## src/rtl/pwm_pkg.sv

```systemverilog
// rtl/pwm_pkg.sv - shared PWM duty-class encodings, decoder states and class thresholds
package pwm_pkg;

    typedef enum logic [2:0] {
        DUTY_0   = 3'd0,
        DUTY_5   = 3'd1,
        DUTY_10  = 3'd2,
        DUTY_25  = 3'd3,
        DUTY_50  = 3'd4,
        DUTY_100 = 3'd5
    } duty_code_e;

    typedef enum logic [1:0] {
        WAIT_RISE = 2'd0,
        MEAS_HIGH = 2'd1,
        MEAS_LOW  = 2'd2,
        REPORT    = 2'd3
    } dec_state_e;

    // Class boundary k means high/period < k/40, i.e. high*40 < k*period.
    localparam int unsigned HIGH_SCALE = 40;
    localparam int unsigned THR_5      = 1;
    localparam int unsigned THR_10     = 3;
    localparam int unsigned THR_25     = 7;
    localparam int unsigned THR_50     = 15;
    localparam int unsigned THR_100    = 30;

endpackage

```

## src/rtl/pwm_edge_sync.sv

```systemverilog
// rtl/pwm_edge_sync.sv - two-flop synchronizer plus edge register for an asynchronous PWM input
module pwm_edge_sync (
    input  logic sysclk,
    input  logic rst,
    input  logic pwm_in,
    output logic level,
    output logic rise,
    output logic fall
);

    // [0],[1] form the synchronizer; [2] holds the previous synchronized level.
    logic [2:0] sync_q;

    always_ff @(posedge sysclk or posedge rst) begin
        if (rst) begin
            sync_q <= '0;
        end else begin
            sync_q <= {sync_q[1:0], pwm_in};
        end
    end

    assign level = sync_q[1];
    assign rise  = sync_q[1] & ~sync_q[2];
    assign fall  = ~sync_q[1] & sync_q[2];

endmodule

```

## src/rtl/pwm_duty_decoder.sv

```systemverilog
// rtl/pwm_duty_decoder.sv - measures PWM period/high time and classifies the duty cycle
module pwm_duty_decoder
    import pwm_pkg::*;
#(
    parameter int CNT_W      = 20,
    parameter int MIN_PERIOD = 50000,
    parameter int MAX_PERIOD = 200000
) (
    input  logic             sysclk,
    input  logic             rst,
    input  logic             pwm_in,
    output logic [2:0]       duty_code,
    output logic             duty_valid,
    output logic [CNT_W-1:0] period_cnt,
    output logic [CNT_W-1:0] high_cnt,
    output logic             err
);

    localparam int              PROD_W  = CNT_W + 6;
    localparam logic [CNT_W-1:0] MAX_CNT = CNT_W'(MAX_PERIOD);
    localparam logic [CNT_W-1:0] MIN_CNT = CNT_W'(MIN_PERIOD);
    localparam logic [CNT_W-1:0] ONE     = CNT_W'(1);

    dec_state_e       state_q, state_d;
    logic [CNT_W-1:0] per_q, per_d;
    logic [CNT_W-1:0] hi_q, hi_d;
    logic             level, rise, fall;
    logic             timeout;
    logic             load_report, load_timeout;
    logic [PROD_W-1:0] h_prod, p_ext;
    logic [2:0]       class_code;

    pwm_edge_sync u_edge_sync (
        .sysclk (sysclk),
        .rst    (rst),
        .pwm_in (pwm_in),
        .level  (level),
        .rise   (rise),
        .fall   (fall)
    );

    function automatic logic [CNT_W-1:0] sat_inc(input logic [CNT_W-1:0] v);
        return (v >= MAX_CNT) ? MAX_CNT : v + ONE;
    endfunction

    always_comb begin
        h_prod = PROD_W'(hi_q) * PROD_W'(HIGH_SCALE);
        p_ext  = PROD_W'(per_q);
        if (h_prod < p_ext * PROD_W'(THR_5)) begin
            class_code = DUTY_0;
        end else if (h_prod < p_ext * PROD_W'(THR_10)) begin
            class_code = DUTY_5;
        end else if (h_prod < p_ext * PROD_W'(THR_25)) begin
            class_code = DUTY_10;
        end else if (h_prod < p_ext * PROD_W'(THR_50)) begin
            class_code = DUTY_25;
        end else if (h_prod < p_ext * PROD_W'(THR_100)) begin
            class_code = DUTY_50;
        end else begin
            class_code = DUTY_100;
        end
    end

    always_ff @(posedge sysclk or posedge rst) begin
        if (rst) begin
            state_q <= WAIT_RISE;
            per_q   <= '0;
            hi_q    <= '0;
        end else begin
            state_q <= state_d;
            per_q   <= per_d;
            hi_q    <= hi_d;
        end
    end

    // REPORT counts as the first cycle of the new period, so it measures like MEAS_HIGH.
    always_comb begin
        state_d      = state_q;
        per_d        = per_q;
        hi_d         = hi_q;
        load_report  = 1'b0;
        load_timeout = 1'b0;
        timeout      = (per_q == MAX_CNT);
        case (state_q)
            WAIT_RISE: begin
                if (rise) begin
                    state_d = MEAS_HIGH;
                    per_d   = ONE;
                    hi_d    = ONE;
                end else if (timeout) begin
                    load_timeout = 1'b1;
                    per_d        = ONE;
                    hi_d         = '0;
                end else begin
                    per_d = sat_inc(per_q);
                end
            end
            MEAS_HIGH, REPORT: begin
                if (timeout) begin
                    load_timeout = 1'b1;
                    state_d      = WAIT_RISE;
                    per_d        = ONE;
                    hi_d         = '0;
                end else begin
                    per_d = sat_inc(per_q);
                    if (fall) begin
                        state_d = MEAS_LOW;
                    end else begin
                        state_d = MEAS_HIGH;
                        hi_d    = sat_inc(hi_q);
                    end
                end
            end
            MEAS_LOW: begin
                if (rise) begin
                    load_report = 1'b1;
                    state_d     = REPORT;
                    per_d       = ONE;
                    hi_d        = ONE;
                end else if (timeout) begin
                    load_timeout = 1'b1;
                    state_d      = WAIT_RISE;
                    per_d        = ONE;
                    hi_d         = '0;
                end else begin
                    per_d = sat_inc(per_q);
                end
            end
            default: begin
                state_d = WAIT_RISE;
            end
        endcase
    end

    // Report registers load on the edge into REPORT, so duty_valid is high during REPORT.
    always_ff @(posedge sysclk or posedge rst) begin
        if (rst) begin
            duty_code  <= DUTY_0;
            duty_valid <= 1'b0;
            period_cnt <= '0;
            high_cnt   <= '0;
            err        <= 1'b0;
        end else begin
            duty_valid <= load_report | load_timeout;
            if (load_timeout) begin
                duty_code  <= level ? DUTY_100 : DUTY_0;
                period_cnt <= MAX_CNT;
                high_cnt   <= level ? MAX_CNT : '0;
                err        <= 1'b0;
            end else if (load_report) begin
                period_cnt <= per_q;
                high_cnt   <= hi_q;
                if (per_q < MIN_CNT) begin
                    err <= 1'b1;
                end else begin
                    err       <= 1'b0;
                    duty_code <= class_code;
                end
            end
        end
    end

endmodule
```

## config.mk

```make
export PLATFORM = sky130hd
export DESIGN_NAME = pwm_duty_decoder
export DESIGN_NICKNAME = d
export VERILOG_FILES = /design/src/rtl/pwm_pkg.sv /design/src/rtl/pwm_edge_sync.sv /design/src/rtl/pwm_duty_decoder.sv
export SDC_FILE = /design/constraint.sdc
export NUM_CORES = 1
export LEC_CHECK = 0
export ABC_AREA = 1
export CELL_PAD_IN_SITES_DETAIL_PLACEMENT = 2
export CELL_PAD_IN_SITES_GLOBAL_PLACEMENT = 2
export CORE_UTILIZATION = 35
export DETAILED_ROUTE_END_ITERATION = 6
export MAX_ROUTING_LAYER = met4
export PLACE_DENSITY = 0.9
export RECOVER_POWER = 50
export SKIP_LAST_GASP = 1
export SLEW_MARGIN = 20
export SYNTH_ARGS = -nofsm -noshare
export SYNTH_HDL_FRONTEND = slang
export SYNTH_SLANG_ARGS = --single-unit
```

## constraint.sdc

```tcl
create_clock -name sysclk -period 4.85 [get_ports sysclk]
set_input_delay 0.7275 -clock sysclk [delete_from_list [all_inputs] [get_ports sysclk]]
set_output_delay 0.7275 -clock sysclk [all_outputs]
set_load 0.01 [all_outputs]
```

==> impl_metrics.json, run 1 <==
{
  "outcome": "finished with violations",
  "violations": "max-capacitance violations, max-slew violations, negative setup slack",
  "n_antenna_cell": 0,
  "yosys_warnings": 0,
  "htree_levels": 3,
  "vias": 12210,
  "start_kind": "flop",
  "first_global_vias": 14000,
  "areaGrowthSynthToFinish_pct": 16.32,
  "drc_errors": 0,
  "swShare_pct": 53.28,
  "core-area_um2": 32700,
  "leakagePower_nw": 7.175,
  "power_w": 0.006238,
  "start_util_pct": 35.67,
  "clkPwrFrac_pct": 13.0,
  "hp-class": "flop to flop",
  "netlist_instances": 1607,
  "fmax_ghz": 0.2057,
  "crit_top_cell": "nand2_1",
  "place_hpwl_um": 39850,
  "dieArea_um2": 34070,
  "hold_end": "u_edge_sync.sync_q[1]$_DFF_PP0_",
  "reg2reg_depth": 25,
  "die_w_um": 184.6,
  "drtIter0Drc": 618,
  "share_comb_of_total_power_pct": 71.4,
  "postCtsHoldBufs": 0,
  "hp-start": "u_edge_sync.sync_q[0]$_DFF_PP0_",
  "portBuffers": 47,
  "tns_ns": -0.01163,
  "cts_tree": "done",
  "layout-drive-gt1-share_pct": 10.97,
  "yosys.area.top_type": "ha_1",
  "finalHoldViolCount": 0,
  "synth_cell_types": 49,
  "fin_hold_ws_ns": 0.3708,
  "tightest_slew_ns": 2.626,
  "rsz0062_at_grt": "yes",
  "power.density_nw_per_um2": 459.7,
  "async_flop_share_pct": 100.0,
  "nNetsFinal": 1947,
  "slew_headroom_pct": -76.02,
  "critPathMaxStageDelay_ns": 0.64,
  "drt-total-wl_um": 52480,
  "irDropWorstVdd_mv": 0.2777,
  "ff2ff_setup_slack_ns": -0.01,
  "clock-root-buffer": "clkbuf_16",
  "syn-mean-instance-area_um2": 7.260,
  "setup_viol": 1,
  "p_int_w": 0.002915,
  "synth_nets": 1854,
  "critPathMaxFanout": 5,
  "grt_pass1_wl_um": 76250,
  "fin_ws_ns": -0.01163,
  "clock-skew-final_ns": 0.01677,
  "clkTransAtPathRegs_ns": 0.08,
  "clk_latency_ns": 0.38,
  "synth-edff-count": 0,
  "dr.pass1.iters": 5,
  "grt_overflow_total": 0,
  "switching_power_w": 0.003324,
  "fp.dieH_um": 184.6,
  "ios": 48,
  "place_ws_ns": -0.3615,
  "ys_ff_latch": 90,
  "reg2reg_to": "duty_code[2]$_DFFE_PP0P_",
  "routabilityCongestion": 0.9241,
  "fp-row-count": 66,
  "finalCritPeriodShare_pct": 100.2,
  "min_period_ns": 4.862,
  "num-fill-cells": 3887,
  "cts.path.max_buffers": 2,
  "critPathKind": "flop to flop",
  "slew_violations": 58,
  "synth_commonest_cells": "nand2_1, inv_1, ha_1",
  "power_frac_seq_pct": 15.6,
  "drtAntennaViolNets": 0,
  "cp_slowest_cell": "fa_1",
  "cts.sinks": 90,
  "holdPathStages": 0,
  "yosysMostFrequentCell": "nand2_1",
  "numCtsBuffers": 9,
  "synth_top_area_share_pct": 21.88,
  "synth_area_um2": 11670,
  "wl_per_cell_um": 24.44,
  "cp.required_ns": 5.15,
  "grt_usage_pct": 30.26,
  "synthFlopType": "dfrtp_1",
  "yosysSeqAreaShare_pct": 19.31,
  "antenna_found_initial": 0,
  "synth.area.top_cells": "ha_1, dfrtp_1, nand2_1",
  "grt_max_degree": 58,
  "r2r_start": "per_q[5]$_DFF_PP0_",
  "end_kind": "flop",
  "viasPerCell": 5.685,
  "drv_cap": 1,
  "cp.arrival_ns": 5.16
}
## metal layers
metal | track usage, % | part of all wire (%) | vias up
met5 | - | 0 | -
met4 | 15.23 | 6.2 | 0
met3 | 3.043 | 3.3 | 215
met2 | 55.67 | 52 | 338
met1 | 32.05 | 38 | 6154
li1 | - | - | 5499
## area by class of cell
class	instances	area (µm²)	share of cell area, %
timing repair buffer	91	798.3	5.882
sequential	90	2270	16.73
tap	442	553.0	4.075
multi-input combinational	1277	8761	64.56
inverter	231	868.3	6.399
clock buffer	11	252.7	1.862
clock inverter	5	67.56	0.4979
## critical path, delay by kind of cell (launching register included)
kind	cells	cell delay, ns
simple gates	16	1.69
compound gates	3	0.48
fa+ha+maj	4	1.80
buf+inv	1	0.11
flops	1	0.50
xor+xnor	1	0.19
## cell families (layout without fill, tap and decap cells)
kind of cell	Yosys count	in the layout	share of synthesized area, %
compound gates	258	258	12.89
xor+xnor	66	66	4.955
fa+ha+maj	244	244	28.74
buf+inv	240	338	7.722
flops	90	90	19.31
simple gates	709	709	26.38
## flip-flops by register name, summed over array words and instances, names as in the netlist
register	cells
duty_code	3
state_q	2
high_cnt	20
u_edge_sync.sync_q	3
err	1
per_q	20
duty_valid	1
period_cnt	20
hi_q	20
## timing repair
action | CTS | global route
pin swaps | 1 | 20
gates resized for setup | 14 | 57
setup endpoints to repair | 3 | 3
buffers inserted | 1 | 18
## stage by stage
| step | cell area, µm² | std cells | utilization [%] |
|---|---|---|---|
| final | 13570 | 2147 | 41.50 |
| after global routing | 13570 | 2147 | 41.50 |
| after CTS | 13210 | 2129 | 40.39 |
| after detailed placement | 12850 | 2112 | 39.29 |
| after global placement | 12850 | 2112 | 39.29 |
| after floorplan | 11670 | 1607 | - |
## cells in the final DEF (no fill, tap or decap), drive strengths merged, types with 12 or more instances in the layout
| cell | instances |
|---|---|
| dfrtp | 90 |
| a31oi | 14 |
| dlygate4sd3 | 20 |
| nand3 | 82 |
| xnor2 | 30 |
| o21bai | 13 |
| xor2 | 36 |
| clkdlybuf4s50 | 27 |
| o21ai | 67 |
| o211ai | 12 |
| nor2 | 125 |
| clkbuf | 12 |
| a21oi | 117 |
| buf | 43 |
| ha | 204 |
| nand4 | 28 |
| inv | 232 |
| fa | 40 |
| nor3 | 35 |
| nand2 | 426 |
## worst max-delay path by stage
stage / from / end / cells past startpoint
2_1_floorplan: per_q[2]$_DFF_PP0_ / duty_code[2]$_DFFE_PP0P_ / 31
3_3_place_gp: per_q[3]$_DFF_PP0_ / duty_code[0]$_DFFE_PP0P_ / 23
3_5_place_dp: per_q[3]$_DFF_PP0_ / duty_code[0]$_DFFE_PP0P_ / 23
4_1_cts: per_q[0]$_DFF_PP0_ / duty_code[2]$_DFFE_PP0P_ / 29
5_1_grt: per_q[6]$_DFF_PP0_ / duty_code[0]$_DFFE_PP0P_ / 24
6_report: per_q[5]$_DFF_PP0_ / duty_code[2]$_DFFE_PP0P_ / 25
## power by group through the flow
stage	registers (W)	clock network [W]	logic [W]
final	0.000973	0.000809	0.00446
after global routing	0.000980	0.000839	0.00477
after floorplan	0.000965	0	0.00239
after global placement	0.000974	0	0.00337
after detailed placement	0.000978	0	0.00379
after CTS	0.000973	0.000812	0.00392
Power figures use the tool's default switching activity.
==> run 2, diff against run 1 <==
Settings changed: DONT_BUFFER_PORTS set to 1, PLACE_DENSITY 0.9 to 0.87, SLEW_MARGIN 20 to 10.
==> impl_metrics.json, run 2 (same netlist as run 1, synthesis figures left out) <==
{
  "grt_pass1_wl_um": 74350,
  "tightest_slew_ns": 1.854,
  "postPlaceCellArea_um2": 12390,
  "power.density_nw_per_um2": 470.6,
  "drt-total-wl_um": 51660,
  "clk_latency_ns": 0.38,
  "clkTransAtPathRegs_ns": 0.08,
  "path_depth": 23,
  "reg2reg_depth": 23,
  "cts_tree": "done",
  "drtAntennaViolNets": 0,
  "grt_usage_pct": 29.32,
  "finalCritPeriodShare_pct": 102.2,
  "cts.path.max_buffers": 2,
  "num-fill-cells": 3799,
  "wl_per_cell_um": 24.46,
  "fin_ws_ns": -0.1055,
  "cts.sinks": 90,
  "leakagePower_nw": 7.009,
  "ff2ff_setup_slack_ns": -0.11,
  "finalHoldViolCount": 0,
  "core-area_um2": 32700,
  "clock-root-buffer": "clkbuf_16",
  "dpl.cell_count": 2067,
  "crit_chain": "fa_2 -> inv_1 -> fa_1 -> inv_1 -> ha_1 -> nand2_1 -> o21bai_4 -> a31oi_4 -> xor2_2 -> ha_1 -> a21oi_1 -> o31ai_1 -> a211oi_2 -> nor2_1 -> nor2_1 -> nand2_1 -> nand2_1 -> nand3_2 -> nand2_1 -> nand2_1 -> nand2_1 -> nand2_1 -> a21oi_1",
  "grt_overflow_total": 0,
  "routabilityCongestion": 0.9209,
  "fin_area_um2": 13290,
  "end_kind": "flop",
  "layout_common_cells": "nand2_1, inv_1, ha_1",
  "clock-skew-final_ns": 0.01920,
  "reg2reg_to": "duty_code[0]$_DFFE_PP0P_",
  "n_antenna_cell": 0,
  "drv_cap": 1,
  "slew_headroom_pct": -24.30,
  "critPathMaxStageDelay_ns": 0.62,
  "grt_max_degree": 50,
  "start_kind": "flop",
  "violations": "max-capacitance violations, max-slew violations, negative setup slack",
  "antenna_found_initial": 0,
  "r2r_start": "per_q[1]$_DFF_PP0_",
  "areaGrowthSynthToFinish_pct": 13.90,
  "critPathKind": "flop to flop",
  "fp.dieH_um": 184.6,
  "hp-class": "primary input to flop",
  "drtIter0Drc": 651,
  "ios": 48,
  "layout-drive-gt1-share_pct": 12.63,
  "hold_end": "u_edge_sync.sync_q[0]$_DFF_PP0_",
  "final_common_cell": "nand2_1",
  "portBuffers": 0,
  "fmax_ghz": 0.2018,
  "viasPerCell": 5.708,
  "place_ws_ns": -0.3991,
  "start_util_pct": 35.67,
  "cp.required_ns": 5.15,
  "critPathMaxFanout": 4,
  "nNetsFinal": 1913,
  "drc_errors": 0,
  "holdPathStages": 0,
  "setup_viol": 3,
  "min_period_ns": 4.955,
  "critical_path_buf_inv_count": 2,
  "slew_violations": 43,
  "htree_levels": 3,
  "first_global_vias": 13440,
  "dr.pass1.iters": 5,
  "cp_slowest_cell": "fa_2",
  "die_w_um": 184.6,
  "place_hpwl_um": 37220,
  "crit_top_cell": "nand2_1",
  "final_cells": 2112,
  "hp-start": "pwm_in",
  "dieArea_um2": 34070,
  "outcome": "finished with violations",
  "vias": 12060,
  "numCtsBuffers": 9,
  "irDropWorstVdd_mv": 0.3626,
  "fp-row-count": 66,
  "cp.arrival_ns": 5.26,
  "cp_top_family": "adder cells"
}
==> run 2: changes by cell type in the layout (fill, tap and decap cells not counted), sizes merged <==
cell and delta:
buf +13, bufinv +1, clkbuf -1, clkdlybuf4s50 -27, clkinv -2, clkinvlp +2
dlygate4sd3 -20, inv -1
==> run 2: worst max-delay path by stage <==
| stage | start | endpoint | slack, ns |
|---|---|---|---|
| floorplan | per_q[2]$_DFF_PP0_ | duty_code[2]$_DFFE_PP0P_ | 0.84 |
| global route | per_q[1]$_DFF_PP0_ | duty_code[2]$_DFFE_PP0P_ | -0.27 |
| detailed placement | per_q[3]$_DFF_PP0_ | duty_code[0]$_DFFE_PP0P_ | -0.40 |
| global placement | per_q[3]$_DFF_PP0_ | duty_code[0]$_DFFE_PP0P_ | -0.08 |
| CTS | per_q[9]$_DFF_PP0_ | duty_code[2]$_DFFE_PP0P_ | 0.009 |
| finish | per_q[1]$_DFF_PP0_ | duty_code[0]$_DFFE_PP0P_ | -0.11 |
==> run 2: worst register-to-register path, stage by stage, from the launching register on <==
cell and delay [ns]:
dfrtp_2 0.45, fa_2 0.63, inv_1 0.06, fa_1 0.56, inv_1 0.07, ha_1 0.28, nand2_1 0.11, o21bai_4 0.30
a31oi_4 0.16, xor2_2 0.31, ha_1 0.35, a21oi_1 0.22, o31ai_1 0.14, a211oi_2 0.36, nor2_1 0.14, nor2_1 0.11
nand2_1 0.10, nand2_1 0.09, nand3_2 0.08, nand2_1 0.08, nand2_1 0.05, nand2_1 0.06, nand2_1 0.05, a21oi_1 0.13
==> run 2: through the flow <==
stage | setup TNS (ns) | util, % | hold WS, ns | power, W
after floorplan | 0 | - | 0.3312 | 0.003356
after global placement | -0.1959 | 37.90 | 0.3421 | 0.004268
after detailed placement | -1.118 | 37.90 | 0.3477 | 0.004553
after CTS | 0 | 39.02 | 0.2608 | 0.005523
after global routing | -0.7125 | 40.63 | 0.3583 | 0.006657
final | -0.2009 | 40.63 | 0.3700 | 0.006253
==> run 2: repair_timing <==
item	in CTS	in global routing
hold buffers	0	0
buffers inserted	1	29
endpoints found under the setup margin	3	3
pin swaps	1	25
resized for setup	11	73
==> run 2: area by class of cell <==
type                       count  area, µm²  area share [%]
multi-input combinational   1277       8830           66.45
sequential                    90       2271           17.09
inverter                     231      872.1           6.563
tap                          442      553.0           4.162
timing repair buffer          57      437.9           3.296
clock buffer                  10      239.0           1.798
clock inverter                 5      85.08          0.6403
==> run 2: metal layers <==
layer	GRT usage [%]	share of wire, %
met5	-	0
met4	13.73	6.1
met3	2.332	2.8
met2	52.92	51
met1	32.61	40
==> run 2: report_power, final <==
| part | switching [W] | internal [W] | leakage [nW] | total (W) |
|---|---|---|---|---|
| Sequential | 0.000164 | 0.000841 | 1.19 | 0.00101 |
| Combinational | 0.00276 | 0.00166 | 5.66 | 0.00441 |
| Clock | 0.000365 | 0.000468 | 0.156 | 0.000833 |
| Total | 0.00329 | 0.00297 | 7.01 | 0.00625 |
